<file path="config.mk">
export PLATFORM = sky130hd
export DESIGN_NAME = if_fetch_ctrl
export DESIGN_NICKNAME = d
export VERILOG_FILES = /design/src/rtl/if_fetch_ctrl.sv
export SDC_FILE = /design/constraint.sdc
export NUM_CORES = 1
export LEC_CHECK = 0
export CAP_MARGIN = 10
export CORE_UTILIZATION = 55
export DETAILED_ROUTE_END_ITERATION = 16
export PLACE_DENSITY = 0.89
export SYNTH_ARGS = -nofsm -noshare
export SYNTH_HDL_FRONTEND = slang
export SYNTH_SLANG_ARGS = --single-unit
</file>
<file path="constraint.sdc">
create_clock -name clk -period 3.4 [get_ports clk]
set_input_delay 0.51 -clock clk [delete_from_list [all_inputs] [get_ports clk]]
set_output_delay 0.51 -clock clk [all_outputs]
set_load 0.05 [all_outputs]
</file>
<file path="src/rtl/if_fetch_ctrl.sv">
// Instruction-fetch controller: owns the PC, fetches words over req/ready and
// buffers one instruction across decode stalls. Option macro: IFETCH_MISALIGN_TRAP_EN.
module if_fetch_ctrl #(
    parameter int                       PC_DATA_WIDTH     = 20,
    parameter int                       INSTRUCTION_WIDTH = 32,
    parameter logic [PC_DATA_WIDTH-1:0] RESET_PC          = '0
) (
    input  logic                         clk,
    input  logic                         rst,
    input  logic                         stall,
    input  logic                         branch_taken,
    input  logic [PC_DATA_WIDTH-1:0]     branch_target,
    output logic                         inst_mem_req,
    output logic [PC_DATA_WIDTH-1:0]     inst_mem_addr,
    input  logic                         inst_mem_ready,
    input  logic [INSTRUCTION_WIDTH-1:0] inst_mem_data_in,
    output logic [INSTRUCTION_WIDTH-1:0] inst_out,
    output logic [PC_DATA_WIDTH-1:0]     pc_out,
    output logic                         inst_valid,
    output logic                         misalign_err,
    output logic [1:0]                   state_dbg
);

    // Handshake: a word transfer completes on any rising edge where
    // inst_mem_req=1 and inst_mem_ready=1; inst_mem_addr is held while req=1 and
    // ready=0, and req may drop without completion only on reset.

    typedef enum logic [1:0] {
        BOOT  = 2'd0,
        FETCH = 2'd1,
        HOLD  = 2'd2
    } state_t;

    localparam logic [PC_DATA_WIDTH-1:0] PC_STEP     = PC_DATA_WIDTH'(4);
    localparam logic [PC_DATA_WIDTH-1:0] RESET_PC_AL = {RESET_PC[PC_DATA_WIDTH-1:2], 2'b00};

    state_t                         state, state_nxt;
    logic [PC_DATA_WIDTH-1:0]       pc_reg, pc_nxt;
    logic [PC_DATA_WIDTH-1:0]       redirect_pc, redirect_nxt;
    logic                           discard_pending, discard_nxt;
    logic [INSTRUCTION_WIDTH-1:0]   hold_inst, hold_inst_nxt;
    logic [PC_DATA_WIDTH-1:0]       hold_pc, hold_pc_nxt;
    logic [INSTRUCTION_WIDTH-1:0]   inst_nxt;
    logic [PC_DATA_WIDTH-1:0]       pc_out_nxt;
    logic                           valid_nxt;
    logic [PC_DATA_WIDTH-1:0]       target_al;
    logic [PC_DATA_WIDTH-1:0]       pc_inc;

    assign target_al     = {branch_target[PC_DATA_WIDTH-1:2], 2'b00};
    assign pc_inc        = pc_reg + PC_STEP;
    assign inst_mem_req  = (state == FETCH);
    assign inst_mem_addr = pc_reg;
    assign state_dbg     = state;

    always_ff @(posedge clk) begin
        if (rst) begin
            state           <= BOOT;
            pc_reg          <= RESET_PC_AL;
            redirect_pc     <= '0;
            discard_pending <= 1'b0;
            hold_inst       <= '0;
            hold_pc         <= '0;
            inst_out        <= '0;
            pc_out          <= '0;
            inst_valid      <= 1'b0;
        end else begin
            state           <= state_nxt;
            pc_reg          <= pc_nxt;
            redirect_pc     <= redirect_nxt;
            discard_pending <= discard_nxt;
            hold_inst       <= hold_inst_nxt;
            hold_pc         <= hold_pc_nxt;
            inst_out        <= inst_nxt;
            pc_out          <= pc_out_nxt;
            inst_valid      <= valid_nxt;
        end
    end

    always_comb begin
        state_nxt     = state;
        pc_nxt        = pc_reg;
        redirect_nxt  = redirect_pc;
        discard_nxt   = discard_pending;
        hold_inst_nxt = hold_inst;
        hold_pc_nxt   = hold_pc;
        inst_nxt      = inst_out;
        pc_out_nxt    = pc_out;
        valid_nxt     = inst_valid;

        // Outputs only move when decode is not stalled; redirect state always moves.
        case (state)
            BOOT: begin
                state_nxt = FETCH;
                if (branch_taken) begin
                    pc_nxt = target_al;
                    if (!stall) begin
                        inst_nxt  = '0;
                        valid_nxt = 1'b0;
                    end
                end
            end
            FETCH: begin
                if (branch_taken) begin
                    if (inst_mem_ready) begin
                        pc_nxt      = target_al;
                        discard_nxt = 1'b0;
                    end else begin
                        // Request in flight: address must stay put until it completes.
                        redirect_nxt = target_al;
                        discard_nxt  = 1'b1;
                    end
                    if (!stall) begin
                        inst_nxt  = '0;
                        valid_nxt = 1'b0;
                    end
                end else if (inst_mem_ready) begin
                    if (discard_pending) begin
                        pc_nxt      = redirect_pc;
                        discard_nxt = 1'b0;
                        if (!stall) begin
                            inst_nxt  = '0;
                            valid_nxt = 1'b0;
                        end
                    end else if (!stall) begin
                        inst_nxt   = inst_mem_data_in;
                        pc_out_nxt = pc_inc;
                        valid_nxt  = 1'b1;
                        pc_nxt     = pc_inc;
                    end else begin
                        hold_inst_nxt = inst_mem_data_in;
                        hold_pc_nxt   = pc_inc;
                        pc_nxt        = pc_inc;
                        state_nxt     = HOLD;
                    end
                end else if (!stall) begin
                    inst_nxt  = '0;
                    valid_nxt = 1'b0;
                end
            end
            HOLD: begin
                if (branch_taken) begin
                    pc_nxt    = target_al;
                    state_nxt = FETCH;
                    if (!stall) begin
                        inst_nxt  = '0;
                        valid_nxt = 1'b0;
                    end
                end else if (!stall) begin
                    inst_nxt   = hold_inst;
                    pc_out_nxt = hold_pc;
                    valid_nxt  = 1'b1;
                    state_nxt  = FETCH;
                end
            end
            default: state_nxt = BOOT;
        endcase
    end

`ifdef IFETCH_MISALIGN_TRAP_EN
    logic err_q;

    always_ff @(posedge clk) begin
        if (rst) begin
            err_q <= 1'b0;
        end else if (branch_taken && (branch_target[1:0] != 2'b00)) begin
            err_q <= 1'b1;
        end
    end

    assign misalign_err = err_q;
`else
    logic unused_target_bits;
    assign unused_target_bits = ^branch_target[1:0];
    assign misalign_err       = 1'b0;
`endif

endmodule
</file>
* Yosys cells after proc, flatten, opt, wreduce, memory -nomap -nowiden
Cells that the tools add are included.
** Storage, ports and cells
- Input bits :: 57
- Logic and storage cells :: 80
- Bits in registers :: 146
** Cells by class
- Reductions and logical operators :: 14
- Bitwise logic cells :: 3
- Eq/ne operators :: 13
- Muxes and demuxes :: 40
- Add/subtract/negate cells :: 1
** Operator list (number)
- two-way mux 32 bit :: 8
- two-way mux 20 bit :: 11
- case mux 32 bit (3 select lines) :: 1
- case mux 20 bit (2 select lines) :: 2
- adder 20 x 3 -> 20 bit, second input constant :: 1
- inequality test 2 bit, second input constant :: 7
- two-way mux 2 bit :: 6
- two-way mux 1 bit :: 10
- AND reduction 5 bit :: 2
- AND reduction 7 bit :: 1
- case mux 2 bit (3 select lines) :: 1
- AND reduction 3 bit :: 2
- nonzero test 2 bit :: 3
- inequality test 5 x 4 -> 1 bit, second input constant :: 1
- inequality test 2 x 1 -> 1 bit, second input constant :: 2
- AND reduction 2 bit :: 2
- AND reduction 4 bit :: 1
- inequality test 3 bit, second input constant :: 1
- inverter 1 bit :: 3
- case mux 1 bit (3 select lines) :: 1
- nonzero test 3 bit :: 1
- equality test 2 x 1 -> 1 bit, second input constant :: 1
- equality test 2 bit, second input constant :: 1
- zero test 2 bit :: 1
- OR reduction 2 bit :: 1

* Longest topological paths before layout
Gate-level depths: netlist of run 1.
- Word-level depth :: 6
- Mapped depth :: 9
- Depth with buffers taken out :: 7

* Worst setup path before layout of run 1
Ideal clock, no wire load.
- Path kind :: register to register
- Start :: register state[0] (netlist: state_dbg[0])
- End :: register inst_out[12]
- Setup slack :: 0.610 ns
- Period minus slack after synthesis :: 2.790 ns
- Setup time :: 0.060 ns
- Path buffers :: 2
- Data arrival time :: 2.730 ns
- Cell stages (with the launch flop) :: 9
- Path through :: dfxtp_1 ha_1 nor4bb_1 buf_2 a2bb2oi_1 o21a_1 a21oi_1 buf_2 a22o_1
** Between the ends
- Word-level cells in the longest chain between the ends :: 3
- Elaborated cells between the ends (all ways) :: 9
- Those cells by class :: 5 x eq/ne; 1 x mux; 3 x reduce/logical
** RTL lines
- from (decl) :: RTL line 37 : state_t state, state_nxt;
- from (signal assigned) :: RTL line 67 : state <= state_nxt;
- equality test 2 x 1 -> 1 bit *
- named net inst_mem_req :: RTL line 13 : output logic inst_mem_req,
- inequality test 5 x 4 -> 1 bit (no source line) or nonzero test 3 bit (tied branches)
- AND reduction 4 bit (no source line)
- to (signal assigned) :: RTL line 73 : inst_out <= inst_nxt;
- to (decl) :: RTL line 17 : output logic [INSTRUCTION_WIDTH-1:0] inst_out,
Mark *: on every way through the listed nets, which the timed path passes. The rest lies on a longest branch.
A chain may end at the register's enable or synchronous reset.

* Worst setup path after layout of run 1
- Start :: register state[0] (netlist: state_dbg[0])
- End :: output inst_mem_req
** Between the ends
- Word-level cells in the longest chain between the ends :: 1
** RTL lines
- equality test 2 x 1 -> 1 bit :: RTL line 51 : assign inst_mem_req = (state == FETCH);
- to (decl) :: RTL line 13
Every way passes these cells.

==> impl_metrics.prom, run 1 <==
# TYPE chip_impl_metric gauge
chip_impl_info{name="setup.worst_path.class",value="reg2out"} 1
chip_impl_metric{name="antenna_violations_before_repair",unit=""} 0
chip_impl_metric{name="fp.dieArea",unit="mm^2"} 0.0117
chip_impl_info{name="ys_top_cells_by_area",value="sky130_fd_sc_hd__dfxtp_1 (45%), sky130_fd_sc_hd__nand2_1 (8.5%), sky130_fd_sc_hd__a21oi_1 (6.9%)"} 1
chip_impl_metric{name="worst_ep_arrival_time",unit="ps"} 2380
chip_impl_metric{name="die_height",unit="um"} 108
chip_impl_info{name="crit_slowest_cell",value="sky130_fd_sc_hd__clkdlybuf4s50_1"} 1
chip_impl_metric{name="synth.distinct_cells",unit=""} 63
chip_impl_info{name="critical_path.startpoint_type",value="flop"} 1
chip_impl_metric{name="drc",unit=""} 0
chip_impl_info{name="grt_setup_unrepaired",value="no"} 1
chip_impl_metric{name="sequential_area_share_after_synthesis",unit="%"} 45.3
chip_impl_info{name="clk_root_buffer_cell",value="sky130_fd_sc_hd__clkbuf_8"} 1
chip_impl_metric{name="ant_nets",unit=""} 0
chip_impl_metric{name="cts.hold.buffers_added",unit=""} 0
chip_impl_metric{name="number_of_synthesized_flops_with_an_enable_pin",unit=""} 0
chip_impl_metric{name="final-hold-violation-count",unit=""} 0
chip_impl_metric{name="timing.critical_path.fanout_max",unit=""} 9
chip_impl_metric{name="layout.filler_cells",unit=""} 772
chip_impl_metric{name="gp_routability_congestion",unit=""} 0.913
chip_impl_metric{name="wl_per_cell",unit="um"} 18.0
chip_impl_metric{name="drt-vias-per-instance",unit=""} 6.10
chip_impl_metric{name="required_time_of_the_critical_path",unit="ps"} 2890
chip_impl_info{name="tritoncts_clock_tree",value="yes"} 1
chip_impl_metric{name="first_iter_violations",unit=""} 618
chip_impl_info{name="ys_flop_type",value="sky130_fd_sc_hd__dfxtp_1"} 1
chip_impl_metric{name="sequential_cell_area",unit="mm^2"} 0.00280
chip_impl_info{name="min-delay-path-class",value="in2reg"} 1
chip_impl_metric{name="vdd_drop_max",unit="mV"} 0.513
chip_impl_metric{name="grt_pass1_wl",unit="um"} 28300
chip_impl_metric{name="worst-slew-pin-transition",unit="ps"} 980
chip_impl_metric{name="number_of_h_tree_levels",unit=""} 4
chip_impl_metric{name="grt_max_degree",unit=""} 58
chip_impl_metric{name="finish.net_count",unit=""} 903
chip_impl_metric{name="met3WireLength",unit="um"} 1630
chip_impl_metric{name="pin_count",unit=""} 134
chip_impl_metric{name="grt.total_usage",unit="%"} 31.2
chip_impl_metric{name="first_global_vias",unit=""} 5795
chip_impl_metric{name="cts_inserted_buffers",unit=""} 17
chip_impl_metric{name="final_layout_size_suffix_gt1_share",unit="%"} 7.39
chip_impl_metric{name="slew-limit-headroom",unit="%"} 34.6
chip_impl_metric{name="setup_viol",unit=""} 0
chip_impl_info{name="worst_setup_path_end_kind",value="primary output"} 1
chip_impl_metric{name="async_flop_share",unit="%"} 0
chip_impl_metric{name="pwr_density_cell",unit="mW/mm^2"} 718
chip_impl_metric{name="synthesis.area",unit="mm^2"} 0.00619
chip_impl_metric{name="timing.clock.skew",unit="ps"} 7.90
chip_impl_metric{name="fin_tns_setup",unit="ps"} 0
chip_impl_metric{name="timing.final.crit_share",unit="%"} 84.9
chip_impl_info{name="uppermost_signal_routing_layer_after_detailed_routing",value="met4"} 1
chip_impl_metric{name="core_utilization_of_the_finished_layout",unit="%"} 74.2
chip_impl_metric{name="row_count",unit=""} 38
chip_impl_metric{name="cts_repair_resize_count",unit=""} 0
chip_impl_metric{name="clock.fmax",unit="GHz"} 0.346
chip_impl_metric{name="dp.final_hpwl",unit="um"} 11400
chip_impl_metric{name="dpl-instance-area",unit="mm^2"} 0.00747
chip_impl_metric{name="cpPeakStageDelay",unit="ps"} 910
chip_impl_metric{name="slew_viol_final",unit=""} 0
chip_impl_metric{name="detailroute.via_count",unit=""} 6059
chip_impl_info{name="netlist.top_cell.by_area",value="sky130_fd_sc_hd__dfxtp_1"} 1
chip_impl_metric{name="fp.coreArea",unit="mm^2"} 0.0109
chip_impl_metric{name="synth_largest_type_area_fraction",unit="%"} 45.3
chip_impl_metric{name="grt_overflow_total",unit=""} 0
chip_impl_metric{name="cts.clk_slew.worst_paths",unit="ps"} 60
chip_impl_metric{name="post-cts-setup-buffers",unit=""} 0
chip_impl_metric{name="number_of_buffers_between_clock_root_and_the_deepest_sink",unit=""} 2
chip_impl_metric{name="clock_latency",unit="ps"} 540
chip_impl_metric{name="finish.instance_area",unit="mm^2"} 0.00808
chip_impl_metric{name="met2_length",unit="um"} 8610
chip_impl_metric{name="avgSynthCellArea",unit="um^2"} 8.35
chip_impl_metric{name="floorplan.die.width",unit="um"} 108
chip_impl_metric{name="cts_sinks",unit=""} 140
chip_impl_metric{name="synth.yosys.warnings",unit=""} 0
chip_impl_metric{name="final.min_clock_period",unit="ps"} 2890
chip_impl_info{name="run_status",value="finished clean"} 1
chip_impl_metric{name="synth_to_layout_area_growth",unit="%"} 30.6
chip_impl_metric{name="syn-instance-count",unit=""} 741
chip_impl_metric{name="start_util",unit="%"} 56.9
chip_impl_metric{name="cap_viol_max_count",unit=""} 0
chip_impl_metric{name="multi_input_area",unit="mm^2"} 0.00307
chip_impl_metric{name="static-leakage-power",unit="uW"} 0.00280
chip_impl_metric{name="m1WireLength",unit="um"} 7260
chip_impl_metric{name="antenna-diode-count",unit=""} 0
chip_impl_metric{name="dp.cells",unit=""} 961
chip_impl_metric{name="ys_seq_elements",unit=""} 140
chip_impl_metric{name="totalWireLength",unit="um"} 17800
chip_impl_info{name="path_cells",value="ha_1 -> clkdlybuf4s50_1"} 1
chip_impl_metric{name="stdcell_count",unit=""} 993
chip_impl_metric{name="drt-pass1-iter-count",unit=""} 5
chip_impl_metric{name="port-buffer-count",unit=""} 126
per-layer routing:
layer  global-route usage (%)  up-vias
met3                     8.56       34
li1                         -     2835
met5                        0        -
met1                     39.6     2889
met2                     51.0      301
met4                     10.9        0
critical path: cells and delay by family (launching register included):
kind | cells | cell delay [ps]
fa+ha+maj | 1 | 420
buf+inv | 1 | 910
flops | 1 | 520
layout by cell type, fill, tap and decap left out, types with 6 or more instances in the layout:
cell type / n
sky130_fd_sc_hd__a21oi_1: 84
sky130_fd_sc_hd__buf_4: 14
sky130_fd_sc_hd__a22o_1: 15
sky130_fd_sc_hd__nor2_1: 54
sky130_fd_sc_hd__a211oi_1: 11
sky130_fd_sc_hd__inv_1: 9
sky130_fd_sc_hd__dfxtp_1: 140
sky130_fd_sc_hd__o21ai_0: 26
sky130_fd_sc_hd__o211ai_1: 7
sky130_fd_sc_hd__nand3_1: 14
sky130_fd_sc_hd__xor2_1: 8
sky130_fd_sc_hd__nor3_1: 10
sky130_fd_sc_hd__clkbuf_16: 16
sky130_fd_sc_hd__clkinv_2: 7
sky130_fd_sc_hd__nand2_1: 140
sky130_fd_sc_hd__ha_1: 6
sky130_fd_sc_hd__xnor2_1: 7
sky130_fd_sc_hd__a22oi_1: 30
sky130_fd_sc_hd__clkdlybuf4s50_1: 125
sky130_fd_sc_hd__and3_1: 6
sky130_fd_sc_hd__o2bb2ai_1: 26
Yosys cell counts (6+ instances only):
library cell	n
sky130_fd_sc_hd__o211ai_1	7
sky130_fd_sc_hd__buf_2	7
sky130_fd_sc_hd__a21oi_1	85
sky130_fd_sc_hd__and3_1	6
sky130_fd_sc_hd__o21ai_0	26
sky130_fd_sc_hd__a211oi_1	11
sky130_fd_sc_hd__o2bb2ai_1	26
sky130_fd_sc_hd__nor3_1	10
sky130_fd_sc_hd__xnor2_1	7
sky130_fd_sc_hd__dfxtp_1	140
sky130_fd_sc_hd__nor2_1	55
sky130_fd_sc_hd__inv_1	9
sky130_fd_sc_hd__buf_4	6
sky130_fd_sc_hd__buf_1	6
sky130_fd_sc_hd__clkbuf_1	42
sky130_fd_sc_hd__nand3_1	14
sky130_fd_sc_hd__ha_1	6
sky130_fd_sc_hd__nand2_1	140
sky130_fd_sc_hd__xor2_1	8
sky130_fd_sc_hd__a22oi_1	30
sky130_fd_sc_hd__a22o_1	15
path summary, 6_finish.rpt:
| kind | slack (ps) | depth (start not counted) | to | from |
|---|---|---|---|---|
| setup / recovery | 510 | 2 | inst_mem_req | state_dbg[0]$_SDFFE_PP0P_ |
| hold / removal | 440 | 2 | hold_inst[30]$_SDFFE_PP0P_ | rst |
| setup reg to reg | 550 | 8 | inst_out[22]$_SDFFE_PP0P_ | state_dbg[0]$_SDFFE_PP0P_ |
| hold reg to reg | 450 | 2 | pc_out[4]$_SDFFE_PP0P_ | pc_out[4]$_SDFFE_PP0P_ |
state kept, by name, summed over array words and instances, names as in the netlist:
signal / count
discard_pending: 1
hold_inst: 32
hold_pc: 18
inst_mem_addr: 18
inst_out: 32
inst_valid: 1
pc_out: 18
redirect_pc: 18
state_dbg: 2
cells by family (layout without fill, tap and decap cells):
group	after synthesis	count (layout)	synth area share (%)
XOR/XNOR	15	15	2.12
multiplexers	5	5	0.808
other	1	5	0.0606
buffers and inverters	75	183	5.70
adder cells (fa/ha/maj)	6	6	1.21
flip-flops	140	140	45.3
AND/OR/NAND/NOR	260	260	18.9
AO/OA/AOI/OAI	239	239	26.0
where the power goes:
part / switching (uW) / internal, uW / leakage (uW)
Sequential: 211 / 1800 / 0.00113
Clock: 692 / 1220 / 0.000307
Combinational: 1260 / 622 / 0.00136
Total: 2160 / 3640 / 0.00280
area by class of cell:
class,instances,share of cell area [%]
sequential,140,34.7
clock inverter,13,2.12
clock buffer,19,5.46
tap,140,2.17
inverter,10,0.464
timing repair buffer,141,17.1
multi-input combinational,530,38.0
stage by stage:
step	setup slack (ps)	power [uW]	hold WS, ps
floorplan	610	3270	431
global placement	588	3790	438
detailed placement	488	3850	443
CTS	534	5770	404
global route	329	6020	442
finish	512	5800	438
(Power assumes the default switching activity.)
==> inputs of run 2 (changes only) <==
--- a/config.mk
+++ b/config.mk
@@ -6,9 +6,9 @@
 export NUM_CORES = 1
 export LEC_CHECK = 0
 export CAP_MARGIN = 10
-export CORE_UTILIZATION = 55
+export CORE_UTILIZATION = 46
 export DETAILED_ROUTE_END_ITERATION = 16
-export PLACE_DENSITY = 0.89
+export PLACE_DENSITY = 0.79
 export SYNTH_ARGS = -nofsm -noshare
 export SYNTH_HDL_FRONTEND = slang
 export SYNTH_SLANG_ARGS = --single-unit
==> constraint.sdc (replaced) <==
create_clock -name clk -period 2.6 [get_ports clk]
set_input_delay 0.39 -clock clk [delete_from_list [all_inputs] [get_ports clk]]
set_output_delay 0.39 -clock clk [all_outputs]
set_load 0.05 [all_outputs]
==> run 2 against run 1 <==
  * Total power is 31% higher
  * Sequential share of layout area decreased by 0.67 points
  * Die area grew 19%
  * Critical path depth increased by 1
  * Utilization is 12 points lower
  * Cell count grew 5.0%
  * Critical path type unchanged
  * Register-to-register slack worse by 250 ps
  * Clock skew is 0.68 ps higher
  * Combinational power rose by 33%
  * Worst hold slack got worse by 50 ps
  * Sequential cell count did not move
==> impl_metrics.prom, run 2 (synthesis results as in run 1) <==
# TYPE chip_impl_metric gauge
chip_impl_metric{name="static-leakage-power",unit="uW"} 0.00285
chip_impl_metric{name="pwr_density_cell",unit="mW/mm^2"} 921
chip_impl_metric{name="dp.final_hpwl",unit="um"} 10700
chip_impl_info{name="critical_path.reg2reg.endpoint",value="inst_out[19]$_SDFFE_PP0P_"} 1
chip_impl_metric{name="final.min_clock_period",unit="ps"} 2420
chip_impl_metric{name="sequential_cell_area",unit="mm^2"} 0.00280
chip_impl_metric{name="cts_repair_resize_count",unit=""} 0
chip_impl_metric{name="ant_nets",unit=""} 0
chip_impl_metric{name="dpl-instance-area",unit="mm^2"} 0.00764
chip_impl_metric{name="port-buffer-count",unit=""} 126
chip_impl_metric{name="synth_to_layout_area_growth",unit="%"} 33.2
chip_impl_metric{name="vdd_drop_max",unit="mV"} 0.517
chip_impl_metric{name="timing.clock.skew",unit="ps"} 8.57
chip_impl_metric{name="slew-limit-headroom",unit="%"} 60.9
chip_impl_info{name="beginning_of_the_worst_hold_path",value="rst"} 1
chip_impl_metric{name="antenna-diode-count",unit=""} 0
chip_impl_metric{name="clock.fmax",unit="GHz"} 0.412
chip_impl_metric{name="first_iter_violations",unit=""} 577
chip_impl_metric{name="number_of_h_tree_levels",unit=""} 4
chip_impl_metric{name="critical_path.n_buffers_inverters",unit=""} 2
chip_impl_metric{name="drt-vias-per-instance",unit=""} 5.67
chip_impl_metric{name="slew_viol_final",unit=""} 0
chip_impl_metric{name="cts.clk_slew.worst_paths",unit="ps"} 60
chip_impl_metric{name="whs_path_depth",unit=""} 3
chip_impl_metric{name="grt_overflow_total",unit=""} 0
chip_impl_metric{name="pin_count",unit=""} 134
chip_impl_metric{name="gp_routability_congestion",unit=""} 0.905
chip_impl_metric{name="cts.hold.buffers_added",unit=""} 0
chip_impl_info{name="tritoncts_clock_tree",value="yes"} 1
chip_impl_info{name="run_status",value="finished clean"} 1
chip_impl_metric{name="drc",unit=""} 0
chip_impl_metric{name="layout_setup_ws",unit="ps"} 175
chip_impl_metric{name="post-cts-setup-buffers",unit=""} 0
chip_impl_metric{name="cts_inserted_buffers",unit=""} 17
chip_impl_metric{name="final-hold-violation-count",unit=""} 0
chip_impl_metric{name="worst-slew-pin-transition",unit="ps"} 582
chip_impl_metric{name="finish.instance_area",unit="mm^2"} 0.00825
chip_impl_metric{name="row_count",unit=""} 42
chip_impl_metric{name="final_layout_size_suffix_gt1_share",unit="%"} 9.00
chip_impl_metric{name="fin_tns_setup",unit="ps"} 0
chip_impl_metric{name="setup.reg_to_reg.worst_slack",unit="ps"} 300
chip_impl_info{name="layout.cells.most_common",value="sky130_fd_sc_hd__nand2_1"} 1
chip_impl_info{name="critical_path.startpoint_type",value="flop"} 1
chip_impl_metric{name="layout.filler_cells",unit=""} 1096
chip_impl_metric{name="clock_latency",unit="ps"} 420
chip_impl_info{name="reg.largest.list",value="hold_inst: 32 flops, inst_out: 32 flops"} 1
chip_impl_info{name="mostFrequentLayoutCells",value="sky130_fd_sc_hd__nand2_1 (140), sky130_fd_sc_hd__dfxtp_1 (139), sky130_fd_sc_hd__clkdlybuf4s50_1 (125)"} 1
chip_impl_metric{name="r2r_cells",unit=""} 10
chip_impl_metric{name="multi_input_area",unit="mm^2"} 0.00307
chip_impl_metric{name="cpPeakStageDelay",unit="ps"} 860
chip_impl_metric{name="first_global_vias",unit=""} 5315
chip_impl_info{name="crit_slowest_cell",value="sky130_fd_sc_hd__clkdlybuf4s50_1"} 1
chip_impl_metric{name="finish.net_count",unit=""} 918
chip_impl_info{name="hold_path_end",value="pc_out[15]$_SDFFE_PP0P_"} 1
chip_impl_metric{name="number_of_buffers_between_clock_root_and_the_deepest_sink",unit=""} 2
chip_impl_metric{name="required_time_of_the_critical_path",unit="ps"} 2210
chip_impl_metric{name="wl_per_cell",unit="um"} 16.2
chip_impl_metric{name="cap_viol_max_count",unit=""} 0
chip_impl_info{name="grt_setup_unrepaired",value="no"} 1
chip_impl_metric{name="totalWireLength",unit="um"} 16900
chip_impl_metric{name="grt_pass1_wl",unit="um"} 27100
chip_impl_metric{name="timing.final.crit_share",unit="%"} 93.3
chip_impl_metric{name="drt-pass1-iter-count",unit=""} 5
chip_impl_metric{name="grt.total_usage",unit="%"} 24.5
chip_impl_metric{name="detailroute.via_count",unit=""} 5918
chip_impl_metric{name="fp.coreArea",unit="mm^2"} 0.0132
chip_impl_metric{name="core_utilization_of_the_finished_layout",unit="%"} 62.5
chip_impl_metric{name="die_height",unit="um"} 118
chip_impl_metric{name="setup_viol",unit=""} 0
chip_impl_metric{name="worst_ep_arrival_time",unit="ps"} 2030
chip_impl_metric{name="timing.critical_path.fanout_max",unit=""} 9
chip_impl_metric{name="fp.dieArea",unit="mm^2"} 0.0139
chip_impl_info{name="cell_family_with_the_largest_share_of_critical_path_delay",value="buffers and inverters"} 1
chip_impl_info{name="reg2reg_from",value="state_dbg[0]$_SDFFE_PP0P_"} 1
chip_impl_info{name="min-delay-path-class",value="in2reg"} 1
chip_impl_metric{name="cts_sinks",unit=""} 140
chip_impl_metric{name="grt_max_degree",unit=""} 98
chip_impl_info{name="worst_setup_path_end_kind",value="primary output"} 1
chip_impl_metric{name="antenna_violations_before_repair",unit=""} 0
chip_impl_info{name="path_cells",value="inv_1 -> ha_2 -> clkdlybuf4s50_1"} 1
chip_impl_info{name="setup.worst_path.class",value="reg2out"} 1
chip_impl_metric{name="floorplan.die.width",unit="um"} 118
chip_impl_metric{name="start_util",unit="%"} 46.9
chip_impl_info{name="clk_root_buffer_cell",value="sky130_fd_sc_hd__clkbuf_16"} 1
chip_impl_metric{name="pre_cts_ws",unit="ps"} 337
-- run 2: cell types whose count changed in the layout (fill, tap and decap cells not counted), sizes merged --
cell | before | now
buf | 16 | 31
bufinv | 4 | 3
clkbuf | 19 | 18
clkinv | 9 | 3
clkinvlp | 1 | 6
inv | 9 | 11
-- run 2: worst max-delay path by stage --
stage	startpoint	end	cells after the start
global route	state_dbg[0]$_SDFFE_PP0P_	inst_out[10]$_SDFFE_PP0P_	10
CTS	state_dbg[1]$_SDFFE_PP0P_	inst_mem_req	3
finish	state_dbg[1]$_SDFFE_PP0P_	inst_mem_req	3
global placement	branch_taken	inst_out[9]$_SDFFE_PP0P_	8
floorplan	state_dbg[1]$_SDFFE_PP0P_	inst_out[12]$_SDFFE_PP0P_	9
detailed placement	branch_taken	inst_out[7]$_SDFFE_PP0P_	8
-- run 2: cell type report --
type / count / area share (%)
Multi-Input combinational cell: 530 / 37.3
Sequential cell: 140 / 34.0
Tap cell: 176 / 2.67
Clock buffer: 18 / 5.33
Timing Repair Buffer: 156 / 18.3
Clock inverter: 13 / 2.02
Inverter: 10 / 0.455
-- run 2: worst register-to-register path, delay by kind of cell (launching register included) --
family                   cells  cell delay, ps
buffers and inverters        4             900
AO/OA/AOI/OAI                4             630
flip-flops                   1             370
adder cells (fa/ha/maj)      1             260
AND/OR/NAND/NOR              1              90
-- run 2: power breakdown --
group / internal (uW) / leakage [uW] / switching [uW]
Sequential: 2350 / 0.00113 / 261
Combinational: 879 / 0.00144 / 1620
Clock: 1530 / 0.000277 / 952
Total: 4760 / 0.00285 / 2830
-- run 2: layer usage --
| metal | track usage [%] | vias up | wire length, um |
|---|---|---|---|
| met3 | 5.14 | 26 | 1200 |
| met5 | 0 | - | 0 |
| li1 | - | 2863 | - |
| met4 | 10.6 | 0 | 356 |
| met2 | 37.9 | 232 | 7860 |
| met1 | 32.8 | 2797 | 7440 |
-- run 2: through the flow --
stage | total power (uW) | hold slack [ps] | instances
2_1_floorplan | 4280 | 431 | 745
3_3_place_gp | 5080 | 439 | 1012
3_5_place_dp | 5110 | 444 | 1012
4_1_cts | 7600 | 378 | 1043
5_1_grt | 7920 | 416 | 1043
6_report | 7600 | 388 | 1043
